==> src/rtl/ghost_pkg.sv <==
// rtl/ghost_pkg.sv - shared mode, direction and state encodings for the ghost mode scheduler
package ghost_pkg;

   localparam logic [3:0] MODE_CHASE   = 4'b1000;
   localparam logic [3:0] MODE_SCATTER = 4'b0100;
   localparam logic [3:0] MODE_FRIGHT  = 4'b0010;
   localparam logic [3:0] MODE_EATEN   = 4'b0001;

   localparam logic [15:0] DIR_LEFT  = 16'hFF00;
   localparam logic [15:0] DIR_RIGHT = 16'h0100;
   localparam logic [15:0] DIR_UP    = 16'h00FF;
   localparam logic [15:0] DIR_DOWN  = 16'h0001;

   localparam logic [1:0] ST_NORMAL = 2'd0;
   localparam logic [1:0] ST_FRIGHT = 2'd1;
   localparam logic [1:0] ST_EATEN  = 2'd2;

   localparam int TIMER_W = 16;
   typedef logic [TIMER_W-1:0] timer_t;

   // Phase 7 is chase forever, so its duration is never consumed.
   function automatic timer_t phase_duration(input logic [2:0] ph,
                                             input int scatter_short,
                                             input int scatter_long,
                                             input int chase_ticks);
      timer_t d;
      case (ph)
         3'd0, 3'd2: d = timer_t'(scatter_short);
         3'd4, 3'd6: d = timer_t'(scatter_long);
         3'd7:       d = '0;
         default:    d = timer_t'(chase_ticks);
      endcase
      return d;
   endfunction

endpackage

==> src/rtl/ghost_mode_fsm.sv <==
// rtl/ghost_mode_fsm.sv - per-ghost NORMAL/FRIGHT/EATEN state, mode output and reverse request
module ghost_mode_fsm
   import ghost_pkg::*;
(
   input  logic       clk,
   input  logic       reset,
   input  logic [3:0] base_mode,
   input  logic       base_changed,
   input  logic       fright_start,
   input  logic       fright_end,
   input  logic       update,
   input  logic       eaten,
   input  logic       home,
   output logic [3:0] mode,
   output logic       rotate
);

   logic [1:0] state;
   logic [1:0] state_next;
   logic       set_rotate;

   always_comb begin
      state_next = state;
      set_rotate = 1'b0;
      case (state)
         ST_NORMAL: begin
            if (fright_start) begin
               state_next = ST_FRIGHT;
               set_rotate = 1'b1;
            end else if (base_changed) begin
               set_rotate = 1'b1;
            end
         end
         ST_FRIGHT: begin
            // Being eaten beats expiry landing on the same tick.
            if (eaten)
               state_next = ST_EATEN;
            else if (fright_end)
               state_next = ST_NORMAL;
         end
         ST_EATEN: begin
            if (home)
               state_next = ST_NORMAL;
         end
         default: state_next = ST_NORMAL;
      endcase
   end

   always_comb begin
      mode = base_mode;
      case (state)
         ST_FRIGHT: mode = MODE_FRIGHT;
         ST_EATEN:  mode = MODE_EATEN;
         default:   mode = base_mode;
      endcase
   end

   // A new request outranks the consume, so one raised on an update cycle lasts to the next update.
   always_ff @(posedge clk) begin
      if (reset) begin
         state  <= ST_NORMAL;
         rotate <= 1'b0;
      end else begin
         state <= state_next;
         if (set_rotate)
            rotate <= 1'b1;
         else if (update)
            rotate <= 1'b0;
      end
   end

endmodule

==> src/rtl/ghost_mode_scheduler.sv <==
// rtl/ghost_mode_scheduler.sv - game-tick divider, scatter/chase phase table and shared fright timer
module ghost_mode_scheduler #(
   parameter int TICK_DIV      = 833333,
   parameter int SCATTER_SHORT = 420,
   parameter int SCATTER_LONG  = 300,
   parameter int CHASE_TICKS   = 1200,
   parameter int FRIGHT_TICKS  = 360,
   parameter int WARN_TICKS    = 120
) (
   input  logic       clk,
   input  logic       reset,
   input  logic       enable,
   input  logic       power_pellet,
   input  logic [3:0] ghost_eaten,
   input  logic [3:0] ghost_home,
   output logic [3:0] mode0,
   output logic [3:0] mode1,
   output logic [3:0] mode2,
   output logic [3:0] mode3,
   output logic [3:0] rotate,
   output logic       update,
   output logic [2:0] phase,
   output logic       fright_warn
);
   import ghost_pkg::*;

   localparam int DIV_W = $clog2(TICK_DIV);
   localparam logic [DIV_W-1:0] DIV_LAST = DIV_W'(TICK_DIV - 1);

   logic [DIV_W-1:0] div_cnt;
   timer_t           phase_timer;
   timer_t           fright_timer;
   logic             tick;
   logic             frightened;
   logic             phase_step;
   logic             advance;
   logic             fright_end;
   logic [3:0]       base_mode;
   logic [3:0]       mode_vec [4];

   always_ff @(posedge clk) begin
      if (reset) begin
         div_cnt <= '0;
         update  <= 1'b0;
      end else if (enable) begin
         if (div_cnt == DIV_LAST) begin
            div_cnt <= '0;
            update  <= 1'b1;
         end else begin
            div_cnt <= div_cnt + 1'b1;
            update  <= 1'b0;
         end
      end else begin
         update <= 1'b0;
      end
   end

   assign tick       = update && enable;
   assign frightened = (fright_timer != '0);
   assign phase_step = tick && !frightened && (phase != 3'd7);
   assign advance    = phase_step && (phase_timer == timer_t'(1));
   assign base_mode  = phase[0] ? MODE_CHASE : MODE_SCATTER;

   always_ff @(posedge clk) begin
      if (reset) begin
         phase       <= 3'd0;
         phase_timer <= phase_duration(3'd0, SCATTER_SHORT, SCATTER_LONG, CHASE_TICKS);
      end else if (advance) begin
         phase       <= phase + 3'd1;
         phase_timer <= phase_duration(phase + 3'd1, SCATTER_SHORT, SCATTER_LONG, CHASE_TICKS);
      end else if (phase_step) begin
         phase_timer <= phase_timer - timer_t'(1);
      end
   end

   // A pellet on the expiring tick reloads the timer and must not release the ghosts.
   assign fright_end = tick && (fright_timer == timer_t'(1)) && !power_pellet;

   always_ff @(posedge clk) begin
      if (reset)
         fright_timer <= '0;
      else if (power_pellet)
         fright_timer <= timer_t'(FRIGHT_TICKS);
      else if (tick && frightened)
         fright_timer <= fright_timer - timer_t'(1);
   end

   assign fright_warn = frightened && (fright_timer <= timer_t'(WARN_TICKS));

   for (genvar g = 0; g < 4; g++) begin : g_ghost
      ghost_mode_fsm u_fsm (
         .clk          (clk),
         .reset        (reset),
         .base_mode    (base_mode),
         .base_changed (advance),
         .fright_start (power_pellet),
         .fright_end   (fright_end),
         .update       (update),
         .eaten        (ghost_eaten[g]),
         .home         (ghost_home[g]),
         .mode         (mode_vec[g]),
         .rotate       (rotate[g])
      );
   end

   assign mode0 = mode_vec[0];
   assign mode1 = mode_vec[1];
   assign mode2 = mode_vec[2];
   assign mode3 = mode_vec[3];

endmodule

==> config.mk <==
export PLATFORM = sky130hd
export DESIGN_NAME = ghost_mode_scheduler
export DESIGN_NICKNAME = d
export VERILOG_FILES = /design/src/rtl/ghost_pkg.sv /design/src/rtl/ghost_mode_fsm.sv /design/src/rtl/ghost_mode_scheduler.sv
export SDC_FILE = /design/constraint.sdc
export NUM_CORES = 1
export LEC_CHECK = 0
export CORE_ASPECT_RATIO = 0.5
export CORE_UTILIZATION = 52
export CTS_CLUSTER_DIAMETER = 150
export CTS_CLUSTER_SIZE = 40
export DETAILED_ROUTE_END_ITERATION = 10
export PLACE_DENSITY = 0.87
export SYNTH_ARGS = -nofsm -noshare
export SYNTH_HDL_FRONTEND = slang
export SYNTH_SLANG_ARGS = --single-unit
==> constraint.sdc <==
create_clock -name clk -period 2.3 [get_ports clk]
set_input_delay 0.575 -clock clk [delete_from_list [all_inputs] [get_ports clk]]
set_output_delay 0.575 -clock clk [all_outputs]
set_load 0.02 [all_outputs]
==> flow_summary.ini <==
[status]
outcome = finished, violations left
violations = negative setup slack

[critical_path]
path_delay_family = simple AND/OR/NAND/NOR gates
start_kind = flip-flop
critPathRequiredTime_ns = 2.52
criticalPathCategory = flip-flop to flip-flop
cp_cell_sequence = inv_2 -> ha_4 -> or3b_4 -> or4_4 -> buf_6 -> nor3_4 -> buf_12 -> mux2i_1 -> nor2_1
crit_path_top_delay_cell = or4_4
end_kind = flip-flop
cp_max_fo = 9
path_buf_inv = 3
crit_arrival_ns = 2.57
max_stage_delay_ns = 0.61

[die]
die_w_um = 123
dieArea_um2 = 7700
io_pins = 37
coreArea_um2 = 6880
placementRows = 21
start_util = 0.554
die_h_um = 62.6

[placement]
port_buffers = 36
placed_cells = 598
gp_congestion = 0.830
dpl-instance-area_um2 = 4590
dp_hpwl_um = 6220

[sta]
slew_headroom = 0.739
finalCritPeriodShare = 1.03
tightest_slew_ns = 0.388
finalCriticalPeriod_ns = 2.36
max_freq_ghz = 0.424
rsz0062_at_grt = true
clock_skew_ns = 0.00725
drv_slew = 0
hold_viol = 0
finalSetupViolCount = 16
fin_ws_ns = -0.0593

[synthesis]
synthesis.nets = 487
yosysWarnings = 0
synth_edf_count = 0
synthFlopType = dfxtp_1
synthCells = 449
yosys.area.top_type_share = 0.357
synth.largest_area_cell = dfxtp_1
ys_seq_area_frac = 0.357
ys_types = 48
post_synth_main_area_contributors = dfxtp_1 36%, ha_1 8.5%, nor2_1 6.7%
syn_area_per_cell_um2 = 8.50
syn_area_um2 = 3810
synthArstFlopShare = 0
ys_ff_latch = 68

[clock_network]
cts_sinks = 68
postCtsHoldBufs = 0
cts_buffer_depth = 2
cts_tree = done
clk_latency_ns = 0.34
clk_pin_slew_ns = 0.06
cts_buffers = 9
htreeDepth = 3
cts-root-buf = clkbuf_16

[global_route]
antenna_found_initial = 0
grt_pass1_vias = 3307
overflow = 0
grt_pass1_wl_um = 15400
grt_usage = 0.255
grt_max_degree = 37

[drt]
final_antenna_net_count = 0
drc = 0
drt_iter0_drc = 217
vias = 3426
wire_per_inst_um = 15.3
detail_route.vias_per_cell = 5.53
drt_wl_total_um = 9490
dr.pass1.iters = 5

[pwr]
p_per_area_nw_per_um2 = 724
p_sw_frac = 0.295
switchingPower_mw = 1.07
vdd.ir_drop.worst_uv = 670
internal_power_mw = 2.56
power_leakage_nw = 2.10
combPwrFrac = 0.256
clkPwrFrac = 0.385
p_seq_frac = 0.359

[finish]
area_delta_synth_final_pct = 31.6
fin_cells = 619
num_antenna_cells = 0
drive_gt1_frac = 0.182
final_nets = 560
layout.cells.most_common_list = 66 x nor2_1, 64 x dfxtp_1, 42 x buf_4
fin_util = 0.729
fin_area_um2 = 5020
layout_commonest_cell = nor2_1

[run]
max_cap_violations = 0

[hold_path]
hp-class = flip-flop to flip-flop
## power by group through the flow
| stage | sequential [mW] | combinational, mW | clock, mW |
|---|---|---|---|
| after global placement | 1.33 | 0.889 | 0 |
| after CTS | 1.31 | 0.925 | 1.42 |
| final | 1.30 | 0.929 | 1.40 |
| after global routing | 1.31 | 1.00 | 1.47 |
| after floorplan | 1.32 | 0.605 | 0 |
| after detailed placement | 1.33 | 0.915 | 0 |
## state kept, by name (all words and copies together), names as in the netlist
name,count
div_cnt,20
fright_timer,16
g_ghost.u_fsm.rotate,4
g_ghost.u_fsm.state,8
phase,3
phase_timer,16
update,1
## synthesized netlist by cell type (11+ instances only)
library cell	number
dfxtp_1	68
nor2_1	68
nand2_1	29
inv_1	28
ha_1	26
xor2_1	25
xnor2_1	17
nand2b_1	16
nand3_1	15
a21oi_1	14
nand4_1	13
clkbuf_1	12
mux2i_1	12
nor3_1	11
## cell type report
cell class                 count  area (um^2)
fill                         460         1860
inverter                      28          105
tap                           92          115
timing repair buffer          85          816
sequential                    68         1370
multi-input combinational    330         2310
clock buffer                  12          256
clock inverter                 4         47.5
## worst min-delay path: stages (launching register included)
cell	delay, ns
dfxtp_1	0.31
nand2b_1	0.07
a21oi_1	0.06
## through the flow
step / setup slack [ns] / setup TNS, ns / hold WS (ns) / total power [mW]
floorplan: 0.00288 / 0 / 0.447 / 1.92
global route: -0.122 / -1.90 / 0.508 / 3.79
global placement: -0.187 / -0.401 / 0.453 / 2.21
finish: -0.0593 / -0.565 / 0.480 / 3.63
CTS: -0.120 / -0.421 / 0.474 / 3.65
detailed placement: -0.221 / -2.66 / 0.465 / 2.24
## logic make-up after synthesis
kind of cell | share of synthesized area
XOR/XNOR | 0.0964
flip-flops | 0.357
multiplexers | 0.0315
adder cells (fa/ha/maj) | 0.0853
AND/OR/NAND/NOR | 0.276
buffers and inverters | 0.0617
AO/OA/AOI/OAI | 0.0928
## layer usage
metal  track usage  up-vias  part of all wire
met3        0.0967       19             0.053
met5             0        -                 0
li1              -     1680                 -
met1         0.296     1635              0.43
met4        0.0813        0             0.020
met2         0.432       92              0.49
## path summary, 6_finish.rpt
check                     startpoint                      end  slack [ns]  cells past startpoint
max                  fright_timer[0]                 phase[2]       -0.06                      9
min          g_ghost[0].u_fsm.rotate  g_ghost[0].u_fsm.rotate        0.48                      2
max reg2reg          fright_timer[0]                 phase[2]       -0.06                      9
min reg2reg  g_ghost[0].u_fsm.rotate  g_ghost[0].u_fsm.rotate        0.48                      2
## what timing repair did
| item | 4_1_cts | 5_1_grt |
|---|---|---|
| setup buffers | 2 | 2 |
| cloned | 1 | 0 |
| resized for setup | 21 | 10 |
| setup endpoints to repair | 16 | 25 |
| pin swaps | 17 | 5 |
| hold endpoints to repair | 0 | 0 |
No activity file was read; power rests on OpenSTA's default activity.
